`src/rtl/iir_sos_cascade.sv`:
```
// Cascade of direct-form-I biquads sharing one multiplier: five MAC cycles
// plus one shift/saturate cycle per section, with a single sample in flight.
module iir_sos_cascade #(
    parameter int N_SECTIONS = 3,
    parameter int DATA_W     = 16,
    parameter int COEF_W     = 16,
    parameter int FRAC_W     = 14,
    parameter int ADDR_W     = $clog2(5*N_SECTIONS)
) (
    input  logic                     clk,
    input  logic                     reset,
    input  logic                     coef_we,
    input  logic [ADDR_W-1:0]        coef_addr,
    input  logic signed [COEF_W-1:0] coef_wdata,
    input  logic [3:0]               active_sec,
    input  logic                     clear_state,
    input  logic                     in_valid,
    output logic                     in_ready,
    input  logic signed [DATA_W-1:0] in_data,
    output logic                     out_valid,
    input  logic                     out_ready,
    output logic signed [DATA_W-1:0] out_data,
    output logic                     busy,
    output logic                     sat
);
    localparam int AW    = DATA_W + COEF_W + 4;
    localparam int PW    = DATA_W + COEF_W;
    localparam int SEC_W = (N_SECTIONS > 1) ? $clog2(N_SECTIONS) : 1;
    localparam logic [ADDR_W:0] N_COEF = (ADDR_W+1)'(5*N_SECTIONS);
    localparam logic signed [DATA_W-1:0] Y_MAX = {1'b0, {(DATA_W-1){1'b1}}};
    localparam logic signed [DATA_W-1:0] Y_MIN = {1'b1, {(DATA_W-1){1'b0}}};

    typedef enum logic [1:0] {IDLE, MAC, SAT, OUT} state_t;

    state_t state, state_next;

    logic signed [COEF_W-1:0] coef [5*N_SECTIONS];
    logic signed [DATA_W-1:0] x1 [N_SECTIONS];
    logic signed [DATA_W-1:0] x2 [N_SECTIONS];
    logic signed [DATA_W-1:0] y1 [N_SECTIONS];
    logic signed [DATA_W-1:0] y2 [N_SECTIONS];

    logic signed [DATA_W-1:0] cur_x;
    logic signed [AW-1:0]     acc;
    logic [SEC_W-1:0]         sec;
    logic [SEC_W-1:0]         last_sec;
    logic [2:0]               tap;

    logic                     accept;
    logic [3:0]               clamped;
    logic [ADDR_W-1:0]        coef_idx;
    logic signed [DATA_W-1:0] op;
    logic signed [COEF_W-1:0] coef_val;
    logic signed [PW-1:0]     prod;
    logic signed [AW-1:0]     prod_ext;
    logic signed [AW-1:0]     shifted;
    logic [AW-DATA_W:0]       upper;
    logic                     ovf;
    logic signed [DATA_W-1:0] y_sat;

    assign in_ready  = (state == IDLE) && !clear_state;
    assign accept    = in_valid && in_ready;
    assign busy      = (state != IDLE);
    assign out_valid = (state == OUT);
    assign clamped   = (active_sec > 4'(N_SECTIONS)) ? 4'(N_SECTIONS) : active_sec;

    always_comb begin
        coef_idx = ADDR_W'(5*int'(sec) + int'(tap));
        coef_val = coef[coef_idx];
        case (tap)
            3'd1:    op = x1[sec];
            3'd2:    op = x2[sec];
            3'd3:    op = y1[sec];
            3'd4:    op = y2[sec];
            default: op = cur_x;
        endcase
        prod     = op * coef_val;
        prod_ext = {{4{prod[PW-1]}}, prod};
        shifted  = acc >>> FRAC_W;
        // the value fits DATA_W only when all bits from the sign bit upward agree
        upper    = shifted[AW-1:DATA_W-1];
        ovf      = !((&upper) || !(|upper));
        if (ovf) y_sat = shifted[AW-1] ? Y_MIN : Y_MAX;
        else     y_sat = shifted[DATA_W-1:0];
    end

    always_comb begin
        state_next = state;
        case (state)
            IDLE: if (accept) state_next = (clamped == 4'd0) ? OUT : MAC;
            MAC:  if (tap == 3'd4) state_next = SAT;
            SAT:  state_next = (sec == last_sec) ? OUT : MAC;
            OUT:  if (out_ready) state_next = IDLE;
            default: state_next = IDLE;
        endcase
    end

    always_ff @(posedge clk or negedge reset) begin
        if (!reset) state <= IDLE;
        else        state <= state_next;
    end

    always_ff @(posedge clk or negedge reset) begin
        if (!reset) begin
            for (int unsigned i = 0; i < 5*N_SECTIONS; i++) coef[i] <= '0;
            for (int unsigned i = 0; i < N_SECTIONS; i++) begin
                x1[i] <= '0;
                x2[i] <= '0;
                y1[i] <= '0;
                y2[i] <= '0;
            end
            cur_x    <= '0;
            acc      <= '0;
            sec      <= '0;
            last_sec <= '0;
            tap      <= '0;
            out_data <= '0;
            sat      <= 1'b0;
        end else begin
            case (state)
                IDLE: begin
                    if (coef_we && ({1'b0, coef_addr} < N_COEF)) coef[coef_addr] <= coef_wdata;
                    if (clear_state) begin
                        for (int unsigned i = 0; i < N_SECTIONS; i++) begin
                            x1[i] <= '0;
                            x2[i] <= '0;
                            y1[i] <= '0;
                            y2[i] <= '0;
                        end
                        sat <= 1'b0;
                    end else if (accept) begin
                        cur_x    <= in_data;
                        last_sec <= SEC_W'(clamped - 4'd1);
                        sec      <= '0;
                        tap      <= '0;
                        if (clamped == 4'd0) out_data <= in_data;
                    end
                end
                MAC: begin
                    // taps 3 and 4 carry the feedback terms, which are subtracted
                    case (tap)
                        3'd0:       acc <= prod_ext;
                        3'd3, 3'd4: acc <= acc - prod_ext;
                        default:    acc <= acc + prod_ext;
                    endcase
                    tap <= tap + 3'd1;
                end
                SAT: begin
                    x2[sec] <= x1[sec];
                    x1[sec] <= cur_x;
                    y2[sec] <= y1[sec];
                    y1[sec] <= y_sat;
                    cur_x   <= y_sat;
                    tap     <= '0;
                    if (ovf) sat <= 1'b1;
                    if (sec == last_sec) out_data <= y_sat;
                    else                 sec <= sec + SEC_W'(1);
                end
                default: ;
            endcase
        end
    end
endmodule

```
`config.mk`:
```
export PLATFORM = sky130hd
export DESIGN_NAME = iir_sos_cascade
export DESIGN_NICKNAME = d
export VERILOG_FILES = /design/src/rtl/iir_sos_cascade.sv
export SDC_FILE = /design/constraint.sdc
export NUM_CORES = 2
export LEC_CHECK = 0
export CAP_MARGIN = 0
export CORE_AREA = 2 2 265 267
export DETAILED_ROUTE_END_ITERATION = 10
export DIE_AREA = 0 0 267 269
export GPL_TIMING_DRIVEN = 1
export PLACE_DENSITY_LB_ADDON = 0.15
export SYNTH_ARGS = -nofsm -noshare
export SYNTH_HDL_FRONTEND = slang
export SYNTH_SLANG_ARGS = --single-unit
```
`constraint.sdc`:
```
create_clock -name clk -period 11.5 [get_ports clk]
set_clock_uncertainty 0.1 [all_clocks]
set_input_delay 1.15 -clock clk [delete_from_list [all_inputs] [get_ports clk]]
set_output_delay 1.15 -clock clk [all_outputs]
set_load 0.05 [all_outputs]
```
# Yosys cells after proc, flatten, opt, wreduce, memory -nomap -nowiden
# Index checks and enable logic that the tools add are counted.
# word_totals
output_inout_bits	20
inputBits	46
ff_bits	510
# op_classes
reduce_logical	26
n_eq_ne	17
order_cmp	7
n_mux	58
multipliers	2
bitwise	4
n_addsub	6
# ops
op	n
48-bit case mux with 2 select lines	4
16-bit 2-to-1 mux	20
240-bit bitwise mux	1
48-bit bitwise mux	4
16-bit binary-select mux with 2-bit select	4
36-bit case mux with 2 select lines	1
16-bit binary-select mux with 4-bit select	1
16-bit demux with 4-bit select	1
16-bit case mux with 2 select lines	2
16-bit case mux with 4 select lines	1
48-bit 2-to-1 mux	1
36-bit by 32-bit adder with 36-bit output	1
36-bit by 32-bit subtractor with 36-bit output	1
16-bit demux with 2-bit select	1
16-bit by 16-bit multiplier with 32-bit output	1
2-bit 2-to-1 mux	8
3-bit AND reduction	5
2-bit != test (second input constant)	7
5-bit >= comparator (second input constant)	2
4-bit NOT with 5-bit output	2
3-bit case mux with 3 select lines	1
2-bit case mux with 4 select lines	1
7-bit AND reduction	1
7-bit OR reduction	1
other kinds (36)	48

# Longest topological paths before layout
# logic_depth
depth_word	9
mapped_depth	48
ltp_nobuf	45

# Worst setup path before layout
# Ideal clock, no wire load.
# synth_path
kind	reg2reg
from	reg tap[1]
to	reg acc[35]
path_stages_with_launch	45
slack_ns	-0.896
t_arrival_ns	12.185
setup_ns	0.111
path_cell_list	dfrtp_1 > ha_1 > ha_1 > inv_1 > fa_1 > xor2_1 > xnor2_1 > clkbuf_1 > mux4_2 > clkbuf_1 > and2_1 > fa_1 > inv_1 > fa_1 > fa_1 > inv_1 > fa_1 > fa_1 > (+9 left out) > xnor2_1 > or4_2 > nor4_1 > a21oi_1 > xor2_1 > ha_1 > a21o_1 > a21o_1 > a21o_1 > a21o_1 > a21oi_1 > o21ai_0 > a211oi_1 > nor2_1 > and3_1 > o21ai_0 > a31oi_1 > a2111oi_2
# synth_via
elab_chain_len	8
word_cells_on_any_way	16
classes_between	add/sub: 3; mul: 1; eq/ne: 4; mux: 5; bitwise: 1; reduce/logical: 2
# synth_rtl
element	line	rtl
from (decl)	47	logic [2:0] tap;
from (signal assigned)	146	tap <= tap + 3'd1;
4-bit by 3-bit adder with 4-bit output	68	coef_idx = ADDR_W'(5*int'(sec) + int'(tap));
4-bit NOT with 5-bit output (not written as such)	69	coef_val = coef[coef_idx];
16-bit binary-select mux with 4-bit select	69	
16-bit 2-to-1 mux (not written as such) (2 in a row)	69	
16-bit by 16-bit multiplier with 32-bit output	77	prod = op * coef_val;
36-bit by 32-bit adder with 36-bit output or 36-bit by 32-bit subtractor with 36-bit output (tied branches)	144, 143	
36-bit case mux with 2 select lines *	141	case (tap)
to (signal assigned)	142	3'd0: acc <= prod_ext;
to (signal assigned)	143	3'd3, 3'd4: acc <= acc - prod_ext;
to (signal assigned)	144	default: acc <= acc + prod_ext;
to (decl)	44	logic signed [AW-1:0] acc;
# Every way passes the cells marked *; elsewhere a longest branch is shown, timed or not. The select of a mux whose other input is x is not followed.
# A chain may end at the register's enable or synchronous reset.

# Worst setup path in the final report
# layout_path
from	reg sec[0]
to	reg acc[34]
# layout_via
elab_chain_len	9
word_cells_on_any_way	24
classes_between	add/sub: 3; mul: 2; mux: 17; bitwise: 2
# layout_rtl
element	line	rtl
from (decl)	45	logic [SEC_W-1:0] sec;
from (signal assigned)	157	else sec <= sec + SEC_W'(1);
3-bit by 2-bit multiplier with 4-bit output	68	
4-bit by 3-bit adder with 4-bit output	68	
4-bit NOT with 5-bit output (not written as such)	69	
16-bit binary-select mux with 4-bit select	69	
16-bit 2-to-1 mux (not written as such) (2 in a row)	69	
16-bit by 16-bit multiplier with 32-bit output *	77	
36-bit by 32-bit adder with 36-bit output or 36-bit by 32-bit subtractor with 36-bit output (tied branches)	144, 143	
36-bit case mux with 2 select lines *	141	
# Marks and branches as above.

==> qor.yml <==
setup_path:
  crit_required_ps: 11870
  cp.arrival_ps: 11410
  cpPeakStageDelay_ps: 570
  critical_path.top_delay_family: "adder cells"
  path_class: "reg2reg"
  critical_path.endpoint_type: "flop"
  path_buf_inv: 6
  cp_slowest_cell: "fa_2"
  crit_path_max_fanout: 7
  startpoint_type: "flop"
timing:
  fmax_mhz: 90.6
  timing.final.hold_violations: 0
  period_needed_ps: 11040
  timing.final.crit_share_pct: 96.0
  finalMaxSlewViolations: 0
  worst_pin_slew_ps: 1170
  finalSetupViolCount: 0
  fin_setup_tns_ps: 0
  slew_headroom_pct: 22.0
synthesis:
  synthTopCellsByArea: "dfrtp_1, fa_1, mux2_2"
  synth_ff_type: "dfrtp_1"
  synth-seq-area-share_pct: 36.0
  synth_area_um2: 35500
  syn_nets: 3708
  synth.top_cell.area_share_pct: 36.0
  ys_ff_latch: 510
  netlist_instances: 3267
  synth_largest_area_cell: "dfrtp_1"
  synth.avg_cell_area_um2: 10.9
  synth_edf_count: 0
  async_flop_share_pct: 100
  yosys_warnings: 0
  synth.distinct_cells: 79
layout:
  areaGrowthSynthToFinish_pct: 17.2
  fin_nets: 3936
  stdcell_area_um2: 41500
  layout-drive-gt1-share_pct: 22.7
  final_cells: 4487
routing:
  dr.pass1.iters: 5
  final_antenna_net_count: 0
  wl_per_cell_um: 22.2
  drt-vias-per-instance: 5.83
  drt_wl_total_mm: 99.4
  drtIter0Drc: 2267
  drc: 0
  num_vias: 26200
global_route:
  grt_use_total_pct: 28.2
  antenna_found_initial: 3
  grt_pass1_wl_mm: 158
  grt_max_degree: 184
  grt.overflow.total: 0
  grt_pass1_vias: 27300
clock_tree:
  cts_hold_buf: 0
  cts_buffers: 58
  cts_tree: "yes"
  clockBufferDepth: 3
  cts_num_sinks: 510
  clkTransAtPathRegs_ps: 60
  cts_root_buf: "clkbuf_16"
  htree_levels: 2
  clk-insertion-delay-late_ps: 640
run:
  max_cap_viol_count: 0
floorplanning:
  die_width_um: 267
  start_util_pct: 51.2
  ios: 66
  rows: 97
  die_h_um: 269
  dieArea_um2: 71800
  fp.coreArea_um2: 69300
placement:
  place_area_um2: 38900
  place.gp.congestion: 0.912
  port_buffers: 65
  dp_hpwl_mm: 69.7
  dp.cells: 4347
run_status:
  status: "completed"
worst_hold_path:
  worst_hold_path_type: "reg2reg"
[state kept, by name, indices dropped and copies added (netlist names)]
name      count
coef        240
sec           2
x2           48
y2           48
acc          36
tap           3
y1           48
last_sec      2
cur_x        16
sat           1
out_data     16
state         2
x1           48
[stage by stage]
step / worst slack (ps) / hold WS (ps) / util (%)
CTS: 18.7 / 397 / 59.2
finish: 462 / 398 / 60.0
global placement: -5.34 / 372 / 56.1
global route: -56.7 / 406 / 59.9
detailed placement: -91.0 / 382 / 56.1
floorplan: 1.51 / 356 / -
[synth_stat cells (85+ instances only)]
master    instances
nand2_1         280
and2_1          148
clkbuf_1        169
mux2_2          244
o21ai_0         141
dfrtp_1         510
a21oi_1         151
ha_1            130
a22o_1          195
inv_1           324
fa_1            265
mux2i_1          85
nor2_1          142
[worst paths after layout]
| kind | start | to | slack [ps] | depth (start not counted) |
|---|---|---|---|---|
| worst max-delay path | sec[0] | acc[34] | 460 | 41 |
| worst min-delay path | x1[4] | x1[4] | 400 | 1 |
| worst max register to register | sec[0] | acc[34] | 460 | 41 |
| worst min register to register | x1[4] | x1[4] | 400 | 1 |
| max in group asynchronous | reset | coef[187] | 8240 | 3 |
| min in group asynchronous | reset | cur_x[12] | 480 | 1 |
[cell families (layout without fill, tap and decap cells)]
logic type	Yosys count	after routing	share of synthesized area (%)
AND/OR/NAND/NOR	686	686	9.24
AO/OA/AOI/OAI	671	671	13.1
buffers and inverters	518	795	5.64
flip-flops	510	510	36.0
adder cells (fa/ha/maj)	395	395	19.5
multiplexers	392	392	14.1
XOR/XNOR	95	95	2.37
other	0	3	0
[layout by cell type (no fill, tap or decap), types with 9 or more instances in the layout]
cell type / instances
dfrtp_1: 508
inv_1: 323
nand2_1: 280
buf_4: 274
fa_1: 263
mux2_2: 244
a22o_1: 195
and2_1: 143
a21oi_1: 138
o21ai_0: 136
nor2_1: 132
ha_1: 116
mux2i_1: 85
clkdlybuf4s50_1: 64
mux4_2: 63
clkbuf_16: 59
xnor2_1: 51
xor2_1: 39
o21a_1: 28
a21o_1: 27
nor3_1: 16
nand2b_1: 14
clkbuf_8: 14
nor2b_1: 13
a211oi_1: 13
clkbuf_1: 13
o21bai_1: 12
buf_12: 12
a22oi_1: 11
ha_4: 11
a222oi_1: 10
nor2_2: 10
a21oi_2: 9
nand3_1: 9
[routing by layer]
metal / GRT usage [%] / routed length (um)
met3: 5.76 / 6710
met4: 7.53 / 2460
met2: 44.5 / 45400
met1: 40.0 / 44800
met5: 0 / 9
[timing repair]
item,4_1_cts,5_1_grt
buffers inserted,8,19
cloned,0,1
pin swaps,3,35
resized for setup,8,65
endpoints found under the setup margin,1,9
[final cells by class]
type                            count  area (um^2)
Antenna cell                        3         7.51
Fill cell                        5740        27800
Multi-Input combinational cell   2239        21200
Inverter                          324         1220
Clock buffer                       85         1690
Timing Repair Buffer              362         3110
Clock inverter                     24          374
Tap cell                          940         1180
Sequential cell                   510        12800
Power is left out: the tool's default activity adds up to more than one toggle a clock period on the data nets, which glitch-free logic cannot reach.
